$ cat config.mk
export PLATFORM = sky130hd
export DESIGN_NAME = pong_renderer_pipe_flat
export DESIGN_NICKNAME = d
export VERILOG_FILES = /design/src/rtl/pong_renderer_if.sv /design/src/rtl/pong_renderer_pipe.sv /design/src/flat_wrapper.sv
export SDC_FILE = /design/constraint.sdc
export NUM_CORES = 1
export LEC_CHECK = 0
export BUFFER_PORTS_ARGS = -buffer_cell sky130_fd_sc_hd__buf_4
export CAP_MARGIN = 20
export CORE_ASPECT_RATIO = 0.7
export CORE_MARGIN = 10
export CORE_UTILIZATION = 45
export CTS_CLUSTER_SIZE = 12
export DETAILED_ROUTE_END_ITERATION = 16
export GPL_TIMING_DRIVEN = 0
export PLACE_DENSITY = 0.65
export SLEW_MARGIN = 0
export SYNTH_ARGS = -nofsm -noshare
export SYNTH_HDL_FRONTEND = slang
export SYNTH_SLANG_ARGS = --single-unit
$ cat constraint.sdc
create_clock -name clk -period 4.9 [get_ports clk]
set_input_delay 0.98 -clock clk [delete_from_list [all_inputs] [get_ports clk]]
set_output_delay 0.98 -clock clk [all_outputs]
set_load 0.1 [all_outputs]
$ cat src/rtl/pong_renderer_if.sv
// Pixel stream, live game state and rendered output of the pong renderer.
// The master drives pixels and game state; the slave (renderer) returns colour.
interface pong_renderer_if #(
    parameter int unsigned COORD_W = 10,
    parameter int unsigned SCORE_W = 7
);
    logic               pix_valid;
    logic [COORD_W-1:0] x;
    logic [COORD_W-1:0] y;
    logic               frame_start;
    logic [COORD_W-1:0] ball_x;
    logic [COORD_W-1:0] ball_y;
    logic [COORD_W-1:0] paddleL_y;
    logic [COORD_W-1:0] paddleR_y;
    logic [SCORE_W-1:0] scoreL;
    logic [SCORE_W-1:0] scoreR;
    logic               game_over;
    logic               left_win;
    logic               right_win;
    logic               out_valid;
    logic [23:0]        out_color;

    modport master (
        output pix_valid, x, y, frame_start, ball_x, ball_y, paddleL_y, paddleR_y,
               scoreL, scoreR, game_over, left_win, right_win,
        input  out_valid, out_color
    );

    modport slave (
        input  pix_valid, x, y, frame_start, ball_x, ball_y, paddleL_y, paddleR_y,
               scoreL, scoreR, game_over, left_win, right_win,
        output out_valid, out_color
    );
endinterface

$ cat src/rtl/pong_renderer_pipe.sv
// Pong frame renderer: per-frame snapshot of game state feeding a two-stage pixel
// pipeline (hit tests, then colour resolve) with a fixed 2-cycle latency.
module pong_renderer_pipe #(
    parameter int unsigned COORD_W      = 10,
    parameter int unsigned SCORE_W      = 7,
    parameter int unsigned DIGIT_SCALE  = 4,
    parameter int unsigned BALL_SIZE    = 10,
    parameter int unsigned PADDLE_W     = 10,
    parameter int unsigned PADDLE_H     = 60,
    parameter int unsigned PADDLEL_X    = 3,
    parameter int unsigned PADDLER_X    = 630,
    parameter int unsigned MIDLINE_X    = 320,
    parameter int unsigned MIDLINE_W    = 4,
    parameter int unsigned SCREEN_W     = 640,
    parameter int unsigned SCREEN_H     = 480,
    parameter int unsigned FLASH_FRAMES = 30
) (
    input logic            clk,
    input logic            rst,
    pong_renderer_if.slave bus
);
    localparam int unsigned EW       = COORD_W + 1;
    localparam int unsigned CNT_W    = (FLASH_FRAMES > 1) ? $clog2(FLASH_FRAMES) : 1;
    localparam int unsigned DIG_W    = 3 * DIGIT_SCALE;
    localparam int unsigned DIG_H    = 5 * DIGIT_SCALE;
    localparam int unsigned DIG_TOP  = 10;
    localparam int unsigned L_TENS_X = SCREEN_W / 4 - (7 * DIGIT_SCALE) / 2;
    localparam int unsigned R_TENS_X = 3 * SCREEN_W / 4 - (7 * DIGIT_SCALE) / 2;
    localparam int unsigned UNIT_OFS = 4 * DIGIT_SCALE;

    // One extra bit so obj + size never wraps at the right/bottom edge.
    typedef logic [EW-1:0] ext_t;

    typedef struct packed {
        logic [COORD_W-1:0] ball_x;
        logic [COORD_W-1:0] ball_y;
        logic [COORD_W-1:0] paddle_l_y;
        logic [COORD_W-1:0] paddle_r_y;
        logic [SCORE_W-1:0] score_l;
        logic [SCORE_W-1:0] score_r;
        logic               game_over;
        logic               left_win;
        logic               right_win;
    } snap_t;

    typedef struct packed {
        logic               valid;
        logic [COORD_W-1:0] x;
        logic [COORD_W-1:0] y;
        logic               ball;
        logic               pad_l;
        logic               pad_r;
        logic               mid;
        logic               score;
        logic [3:0]         digit;
        logic [1:0]         col;
        logic [2:0]         row;
        logic               game_over;
        logic               left_win;
        logic               right_win;
        logic               flash;
    } s1_t;

    function automatic logic in_span(ext_t v, ext_t lo, ext_t len);
        return (v >= lo) && (v < lo + len);
    endfunction

    function automatic logic [6:0] sat99(logic [SCORE_W-1:0] s);
        return (int'(s) > 99) ? 7'd99 : 7'(s);
    endfunction

    // 3x5 glyphs, row 0 in the top three bits, leftmost column as MSB of each row.
    function automatic logic glyph_bit(logic [3:0] d, logic [2:0] row, logic [1:0] col);
        logic [14:0] g;
        case (d)
            4'd0:    g = 15'b111_101_101_101_111;
            4'd1:    g = 15'b010_110_010_010_111;
            4'd2:    g = 15'b111_001_111_100_111;
            4'd3:    g = 15'b111_001_111_001_111;
            4'd4:    g = 15'b101_101_111_001_001;
            4'd5:    g = 15'b111_100_111_001_111;
            4'd6:    g = 15'b111_100_111_101_111;
            4'd7:    g = 15'b111_001_001_001_001;
            4'd8:    g = 15'b111_101_111_101_111;
            4'd9:    g = 15'b111_101_111_001_111;
            default: g = '0;
        endcase
        return g[4'(14 - 3 * int'(row) - int'(col))];
    endfunction

    snap_t             snap_q, snap_d;
    logic [CNT_W-1:0]  frame_cnt_q, frame_cnt_d;
    logic              flash_q, flash_d;
    s1_t               s1_q, s1_d;
    logic              out_valid_q, out_valid_d;
    logic [23:0]       out_color_q, out_color_d;

    always_comb begin
        snap_d      = snap_q;
        frame_cnt_d = frame_cnt_q;
        flash_d     = flash_q;
        if (bus.frame_start) begin
            snap_d.ball_x     = bus.ball_x;
            snap_d.ball_y     = bus.ball_y;
            snap_d.paddle_l_y = bus.paddleL_y;
            snap_d.paddle_r_y = bus.paddleR_y;
            snap_d.score_l    = bus.scoreL;
            snap_d.score_r    = bus.scoreR;
            snap_d.game_over  = bus.game_over;
            snap_d.left_win   = bus.left_win;
            snap_d.right_win  = bus.right_win;
            // Flash counting follows the snapshot of the frame that is ending.
            if (!snap_q.game_over) begin
                frame_cnt_d = '0;
                flash_d     = 1'b0;
            end else if (frame_cnt_q == CNT_W'(FLASH_FRAMES - 1)) begin
                frame_cnt_d = '0;
                flash_d     = ~flash_q;
            end else begin
                frame_cnt_d = frame_cnt_q + 1'b1;
            end
        end
    end

    ext_t       xe, ye, box_x0;
    logic [6:0] sat_l, sat_r;
    logic [3:0] tens_l, units_l, tens_r, units_r;
    logic       show, in_box;

    always_comb begin
        xe      = ext_t'(bus.x);
        ye      = ext_t'(bus.y);
        sat_l   = sat99(snap_q.score_l);
        sat_r   = sat99(snap_q.score_r);
        tens_l  = 4'(sat_l / 7'd10);
        units_l = 4'(sat_l % 7'd10);
        tens_r  = 4'(sat_r / 7'd10);
        units_r = 4'(sat_r % 7'd10);
        box_x0  = '0;
        show    = 1'b0;
        in_box  = 1'b1;
        s1_d    = '0;
        if (in_span(xe, ext_t'(L_TENS_X), ext_t'(DIG_W))) begin
            box_x0     = ext_t'(L_TENS_X);
            s1_d.digit = tens_l;
            show       = (tens_l != 4'd0);
        end else if (in_span(xe, ext_t'(L_TENS_X + UNIT_OFS), ext_t'(DIG_W))) begin
            box_x0     = ext_t'(L_TENS_X + UNIT_OFS);
            s1_d.digit = units_l;
            show       = 1'b1;
        end else if (in_span(xe, ext_t'(R_TENS_X), ext_t'(DIG_W))) begin
            box_x0     = ext_t'(R_TENS_X);
            s1_d.digit = tens_r;
            show       = (tens_r != 4'd0);
        end else if (in_span(xe, ext_t'(R_TENS_X + UNIT_OFS), ext_t'(DIG_W))) begin
            box_x0     = ext_t'(R_TENS_X + UNIT_OFS);
            s1_d.digit = units_r;
            show       = 1'b1;
        end else begin
            in_box     = 1'b0;
        end
        s1_d.valid     = bus.pix_valid;
        s1_d.x         = bus.x;
        s1_d.y         = bus.y;
        s1_d.ball      = in_span(xe, ext_t'(snap_q.ball_x), ext_t'(BALL_SIZE)) &&
                         in_span(ye, ext_t'(snap_q.ball_y), ext_t'(BALL_SIZE));
        s1_d.pad_l     = in_span(xe, ext_t'(PADDLEL_X), ext_t'(PADDLE_W)) &&
                         in_span(ye, ext_t'(snap_q.paddle_l_y), ext_t'(PADDLE_H));
        s1_d.pad_r     = in_span(xe, ext_t'(PADDLER_X), ext_t'(PADDLE_W)) &&
                         in_span(ye, ext_t'(snap_q.paddle_r_y), ext_t'(PADDLE_H));
        s1_d.mid       = in_span(xe, ext_t'(MIDLINE_X - MIDLINE_W / 2), ext_t'(MIDLINE_W)) &&
                         !bus.y[4];
        s1_d.score     = in_box && show && in_span(ye, ext_t'(DIG_TOP), ext_t'(DIG_H));
        s1_d.col       = 2'((xe - box_x0) / ext_t'(DIGIT_SCALE));
        s1_d.row       = 3'((ye - ext_t'(DIG_TOP)) / ext_t'(DIGIT_SCALE));
        s1_d.game_over = snap_q.game_over;
        s1_d.left_win  = snap_q.left_win;
        s1_d.right_win = snap_q.right_win;
        s1_d.flash     = flash_q;
    end

    logic        lit, offscreen;
    logic [23:0] win_bg, pix_color;

    always_comb begin
        lit       = s1_q.score && glyph_bit(s1_q.digit, s1_q.row, s1_q.col);
        offscreen = (ext_t'(s1_q.x) >= ext_t'(SCREEN_W)) || (ext_t'(s1_q.y) >= ext_t'(SCREEN_H));
        if (s1_q.left_win) begin
            win_bg = 24'h00FF00;
        end else if (s1_q.right_win) begin
            win_bg = 24'hFF0000;
        end else begin
            win_bg = 24'h000000;
        end
        if (offscreen) begin
            pix_color = 24'h000000;
        end else if (s1_q.game_over) begin
            if (s1_q.flash) begin
                pix_color = lit ? 24'hFFFFFF : 24'h000000;
            end else begin
                pix_color = lit ? 24'h000000 : win_bg;
            end
        end else if (s1_q.ball || s1_q.pad_l || s1_q.pad_r || lit || s1_q.mid) begin
            pix_color = 24'h000000;
        end else begin
            pix_color = 24'hFFFFFF;
        end
        out_valid_d = s1_q.valid;
        out_color_d = s1_q.valid ? pix_color : out_color_q;
    end

    always_ff @(posedge clk or posedge rst) begin
        if (rst) begin
            snap_q      <= '0;
            frame_cnt_q <= '0;
            flash_q     <= 1'b0;
            s1_q        <= '0;
            out_valid_q <= 1'b0;
            out_color_q <= '0;
        end else begin
            snap_q      <= snap_d;
            frame_cnt_q <= frame_cnt_d;
            flash_q     <= flash_d;
            s1_q        <= s1_d;
            out_valid_q <= out_valid_d;
            out_color_q <= out_color_d;
        end
    end

    assign bus.out_valid = out_valid_q;
    assign bus.out_color = out_color_q;
endmodule
$ cat src/flat_wrapper.sv
// flat-port wrapper written by rule: the top's interface ports become plain ports
module pong_renderer_pipe_flat 
#(
    parameter int unsigned COORD_W      = 10,
    parameter int unsigned SCORE_W      = 7,
    parameter int unsigned DIGIT_SCALE  = 4,
    parameter int unsigned BALL_SIZE    = 10,
    parameter int unsigned PADDLE_W     = 10,
    parameter int unsigned PADDLE_H     = 60,
    parameter int unsigned PADDLEL_X    = 3,
    parameter int unsigned PADDLER_X    = 630,
    parameter int unsigned MIDLINE_X    = 320,
    parameter int unsigned MIDLINE_W    = 4,
    parameter int unsigned SCREEN_W     = 640,
    parameter int unsigned SCREEN_H     = 480,
    parameter int unsigned FLASH_FRAMES = 30
)
  (clk, rst, bus_pix_valid, bus_x, bus_y, bus_frame_start, bus_ball_x, bus_ball_y, bus_paddleL_y, bus_paddleR_y, bus_scoreL, bus_scoreR, bus_game_over, bus_left_win, bus_right_win, bus_out_valid, bus_out_color);
  pong_renderer_if #(.COORD_W(COORD_W), .SCORE_W(SCORE_W)) bus_i ();
  input logic clk;
  input logic rst;
  input wire logic [$bits(bus_i.pix_valid)-1:0] bus_pix_valid;
  input wire logic [$bits(bus_i.x)-1:0] bus_x;
  input wire logic [$bits(bus_i.y)-1:0] bus_y;
  input wire logic [$bits(bus_i.frame_start)-1:0] bus_frame_start;
  input wire logic [$bits(bus_i.ball_x)-1:0] bus_ball_x;
  input wire logic [$bits(bus_i.ball_y)-1:0] bus_ball_y;
  input wire logic [$bits(bus_i.paddleL_y)-1:0] bus_paddleL_y;
  input wire logic [$bits(bus_i.paddleR_y)-1:0] bus_paddleR_y;
  input wire logic [$bits(bus_i.scoreL)-1:0] bus_scoreL;
  input wire logic [$bits(bus_i.scoreR)-1:0] bus_scoreR;
  input wire logic [$bits(bus_i.game_over)-1:0] bus_game_over;
  input wire logic [$bits(bus_i.left_win)-1:0] bus_left_win;
  input wire logic [$bits(bus_i.right_win)-1:0] bus_right_win;
  output wire logic [$bits(bus_i.out_valid)-1:0] bus_out_valid;
  output wire logic [$bits(bus_i.out_color)-1:0] bus_out_color;
  assign bus_i.pix_valid = bus_pix_valid;
  assign bus_i.x = bus_x;
  assign bus_i.y = bus_y;
  assign bus_i.frame_start = bus_frame_start;
  assign bus_i.ball_x = bus_ball_x;
  assign bus_i.ball_y = bus_ball_y;
  assign bus_i.paddleL_y = bus_paddleL_y;
  assign bus_i.paddleR_y = bus_paddleR_y;
  assign bus_i.scoreL = bus_scoreL;
  assign bus_i.scoreR = bus_scoreR;
  assign bus_i.game_over = bus_game_over;
  assign bus_i.left_win = bus_left_win;
  assign bus_i.right_win = bus_right_win;
  assign bus_out_valid = bus_i.out_valid;
  assign bus_out_color = bus_i.out_color;
  pong_renderer_pipe #(.COORD_W(COORD_W), .SCORE_W(SCORE_W), .DIGIT_SCALE(DIGIT_SCALE), .BALL_SIZE(BALL_SIZE), .PADDLE_W(PADDLE_W), .PADDLE_H(PADDLE_H), .PADDLEL_X(PADDLEL_X), .PADDLER_X(PADDLER_X), .MIDLINE_X(MIDLINE_X), .MIDLINE_W(MIDLINE_W), .SCREEN_W(SCREEN_W), .SCREEN_H(SCREEN_H), .FLASH_FRAMES(FLASH_FRAMES)) u_core (.clk(clk), .rst(rst), .bus(bus_i));
endmodule
==> flow_summary.ini <==
[yosys]
syn_inst = 813
ys_seq_elements = 94
syn_avg_cell_area_um2 = 8.975
ys.flop_type = dfrtp_1
syn-num-nets = 994
synth_warnings = 0
ys_async_sr_fraction = 1.000
synth_area_um2 = 7297
ys_types = 76
synth_seq_area_share = 0.3224
synth_edf_count = 0

[setup_path]
timing.rr.start = u_core.snap_q[9]$_DFFE_PP0P_
path_common_cell = ha_1
crit_path_start = u_core.snap_q[9]$_DFFE_PP0P_
cp_data_arrival_time_ps = 4820
path_max_fanout = 10
r2r_setup_slack_ps = 300
critPathRequiredTime_ps = 5120
crit_path_start_kind = register
cp_slowest_cell = dfrtp_1
reg2reg_depth = 19
slowest_delay_ps = 450
reg2reg_to = u_core.s1_q[11]$_DFF_PP0_
path_class = register to register
crit_chain = clkbuf_4 -> nand2_1 -> and2_1 -> ha_1 -> clkbuf_2 -> or3_1 -> o211ai_2 -> ha_4 -> nand3_1 -> a32o_1 -> and2_4 -> nor3_4 -> xnor2_1 -> ha_1 -> a21boi_1 -> a221o_2 -> mux2i_1 -> a221oi_1 -> o21ai_1
cp-end-kind = register

[timing]
slew_viol_final = 0
hold_viol_final = 0
min_period_ps = 4598
max-slew-margin-rel = 0.4765
setup_ws_ps = 302.5
hold_ws_ps = 395.5
setup_viol = 0
rsz0062_at_grt = no
fmaxAchievable_mhz = 217.5
worst_slew_pin_slew_ps = 785.3
fin_crit_sh = 0.9383
fin_setup_tns_ps = 0
fin_skew_ps = 10.33

[drt]
drt_first_pass_iters = 5
drc = 0
initialDrtViolationCount = 399
via_count = 6109
via_per_inst = 5.387
routedWlPerCell_um = 16.44
routed_wl_mm = 18.64
drtAntennaViolNets = 0

[floorplanning]
ios = 106
die_w_um = 172.2
start_util = 0.4651
rows = 38
fp.coreArea_um2 = 15690
die-area_um2 = 21790
fp.dieH_um = 126.5

[global_route]
grt_usage = 0.1713
grtUsageMet2 = 0.2393
grt_pass1_wl_mm = 30.64
grt_pass1_vias = 6005
grt_max_degree = 68
grt-busiest-layer = met1
antenna_found_initial = 0
grt_overflow = 0
grt_use_met3 = 0.04245
use_met1 = 0.2597

[layout]
fin_nets = 1110
final_common_cell = buf_4
layout-drive-gt1-share = 0.2066
n_antenna_cell = 0
fin_cells = 1134
final_cell_mix = buf_4 (126), ha_1 (97), dfrtp_1 (94)
area_delta_synth_final_pct = 18.71

[cts]
cts_buffers = 9
clk_pin_slew_ps = 70
clk_latency_ps = 350
cts_hold_buf = 0
cts-root-buf = clkbuf_16
cts_tree = done
max-clock-path-buffers = 2
htreeDepth = 3
postCtsSetupRepairBufs = 0
clock-sinks = 94

[hold_path]
hold_depth = 0
min_path_type = register to register
hold_start = u_core.s1_d[1]$_DFFE_PP0P_
worstHoldEndpoint = u_core.s1_q[1]$_DFF_PP0_

[run]
cap_violations = 0

[outcome]
outcome = completed

[place]
gp_congestion = 0.8840
hpwl_mm = 14.57
portBuffers = 104
dp_cells = 1118
place_ws_ps = 118.1

[power]
pwr_density_cell_nw_per_um2 = 305.0
power_leakage_nw = 4.136
ir_drop_mv = 0.1714
cell type report:
class                      count  area (µm²)
inverter                      67       254.0
buffer                        44       265.3
fill                        1457        7028
sequential                    94        2352
clock inverter                 6       53.80
multi-input combinational    608        4449
timing repair buffer         105       808.3
clock buffer                  10       229.0
tap                          200       250.2
sequential cells by signal, indices dropped and copies added (netlist names):
name                  flops
u_core.snap_q            54
u_core.flash_q            1
u_core.s1_d               3
u_core.frame_cnt_q        5
u_core.bus.out_valid      1
u_core.s1_q              26
u_core.out_valid_d        1
u_core.bus.out_color      3
worst max-delay path, delay by kind of cell (launching register included):
kind	cells	cell delay (ps)
adders and majority gates	3	690
muxes	1	130
buffers and inverters	2	400
and+or+nand+nor	6	1210
xor gates and xnor gates	1	230
AOI/OAI and AO/OA	6	1340
DFF	1	450
worst max path at each step:
stage,cells past startpoint,slack [ps],to
after floorplan,19,680,u_core.s1_q[11]$_DFF_PP0_
after global placement,19,100,u_core.s1_q[11]$_DFF_PP0_
after detailed placement,19,120,u_core.s1_q[11]$_DFF_PP0_
after CTS,19,80,u_core.s1_q[11]$_DFF_PP0_
after global routing,19,30,u_core.s1_q[11]$_DFF_PP0_
final,19,300,u_core.s1_q[11]$_DFF_PP0_
metal layers:
metal	wire, µm	vias up
met1	9919	2804
met5	0	-
li1	-	3108
met3	1423	11
met2	7190	186
met4	106	0
metrics by stage:
| step | total power, mW | utilization | cell area [µm²] |
|---|---|---|---|
| 6_report | 2.642 | 0.5521 | 8662 |
| 3_3_place_gp | 1.937 | 0.5308 | 8328 |
| 5_1_grt | 2.819 | 0.5521 | 8662 |
| 2_1_floorplan | 1.692 | - | 7297 |
| 4_1_cts | 2.652 | 0.5507 | 8641 |
| 3_5_place_dp | 1.956 | 0.5327 | 8358 |
logic make-up after synthesis:
logic type                 after synthesis  synth area share
and+or+nand+nor                        233            0.1679
AOI/OAI and AO/OA                      211            0.1790
buffers and inverters                  111           0.07047
adders and majority gates              100            0.1735
DFF                                     94            0.3224
xor gates and xnor gates                36           0.04424
muxes                                   28           0.04252
where the power goes:
part           switching, mW  internal (mW)
Sequential            0.0563          0.842
Combinational          0.634          0.425
Clock                  0.331          0.354
cell usage after synthesis, types with 6 or more instances:
library cell / n / area, µm²
nor3b_1: 6 / 45.04
a211oi_1: 7 / 52.55
and2_1: 6 / 37.54
mux2_2: 23 / 259.0
nor3_1: 21 / 105.1
a31oi_1: 9 / 56.30
and3_1: 8 / 50.05
a211o_1: 9 / 78.83
nand3_1: 15 / 75.07
a21o_1: 13 / 97.59
ha_1: 98 / 1226
o211ai_1: 6 / 45.04
dfrtp_1: 94 / 2352
inv_1: 66 / 247.7
o21ai_0: 85 / 425.4
xnor2_1: 30 / 262.8
nand2b_1: 14 / 87.58
buf_4: 22 / 165.2
nor2_1: 36 / 135.1
nor2b_1: 10 / 62.56
nand2_1: 75 / 281.5
clkbuf_1: 11 / 41.29
a21oi_1: 44 / 220.2
repair_timing:
item                       4_1_cts  5_1_grt
setup endpoints to repair        0        5
hold endpoints to repair         0        0
resized for setup                0        4
Power figures use the tool's default switching activity.
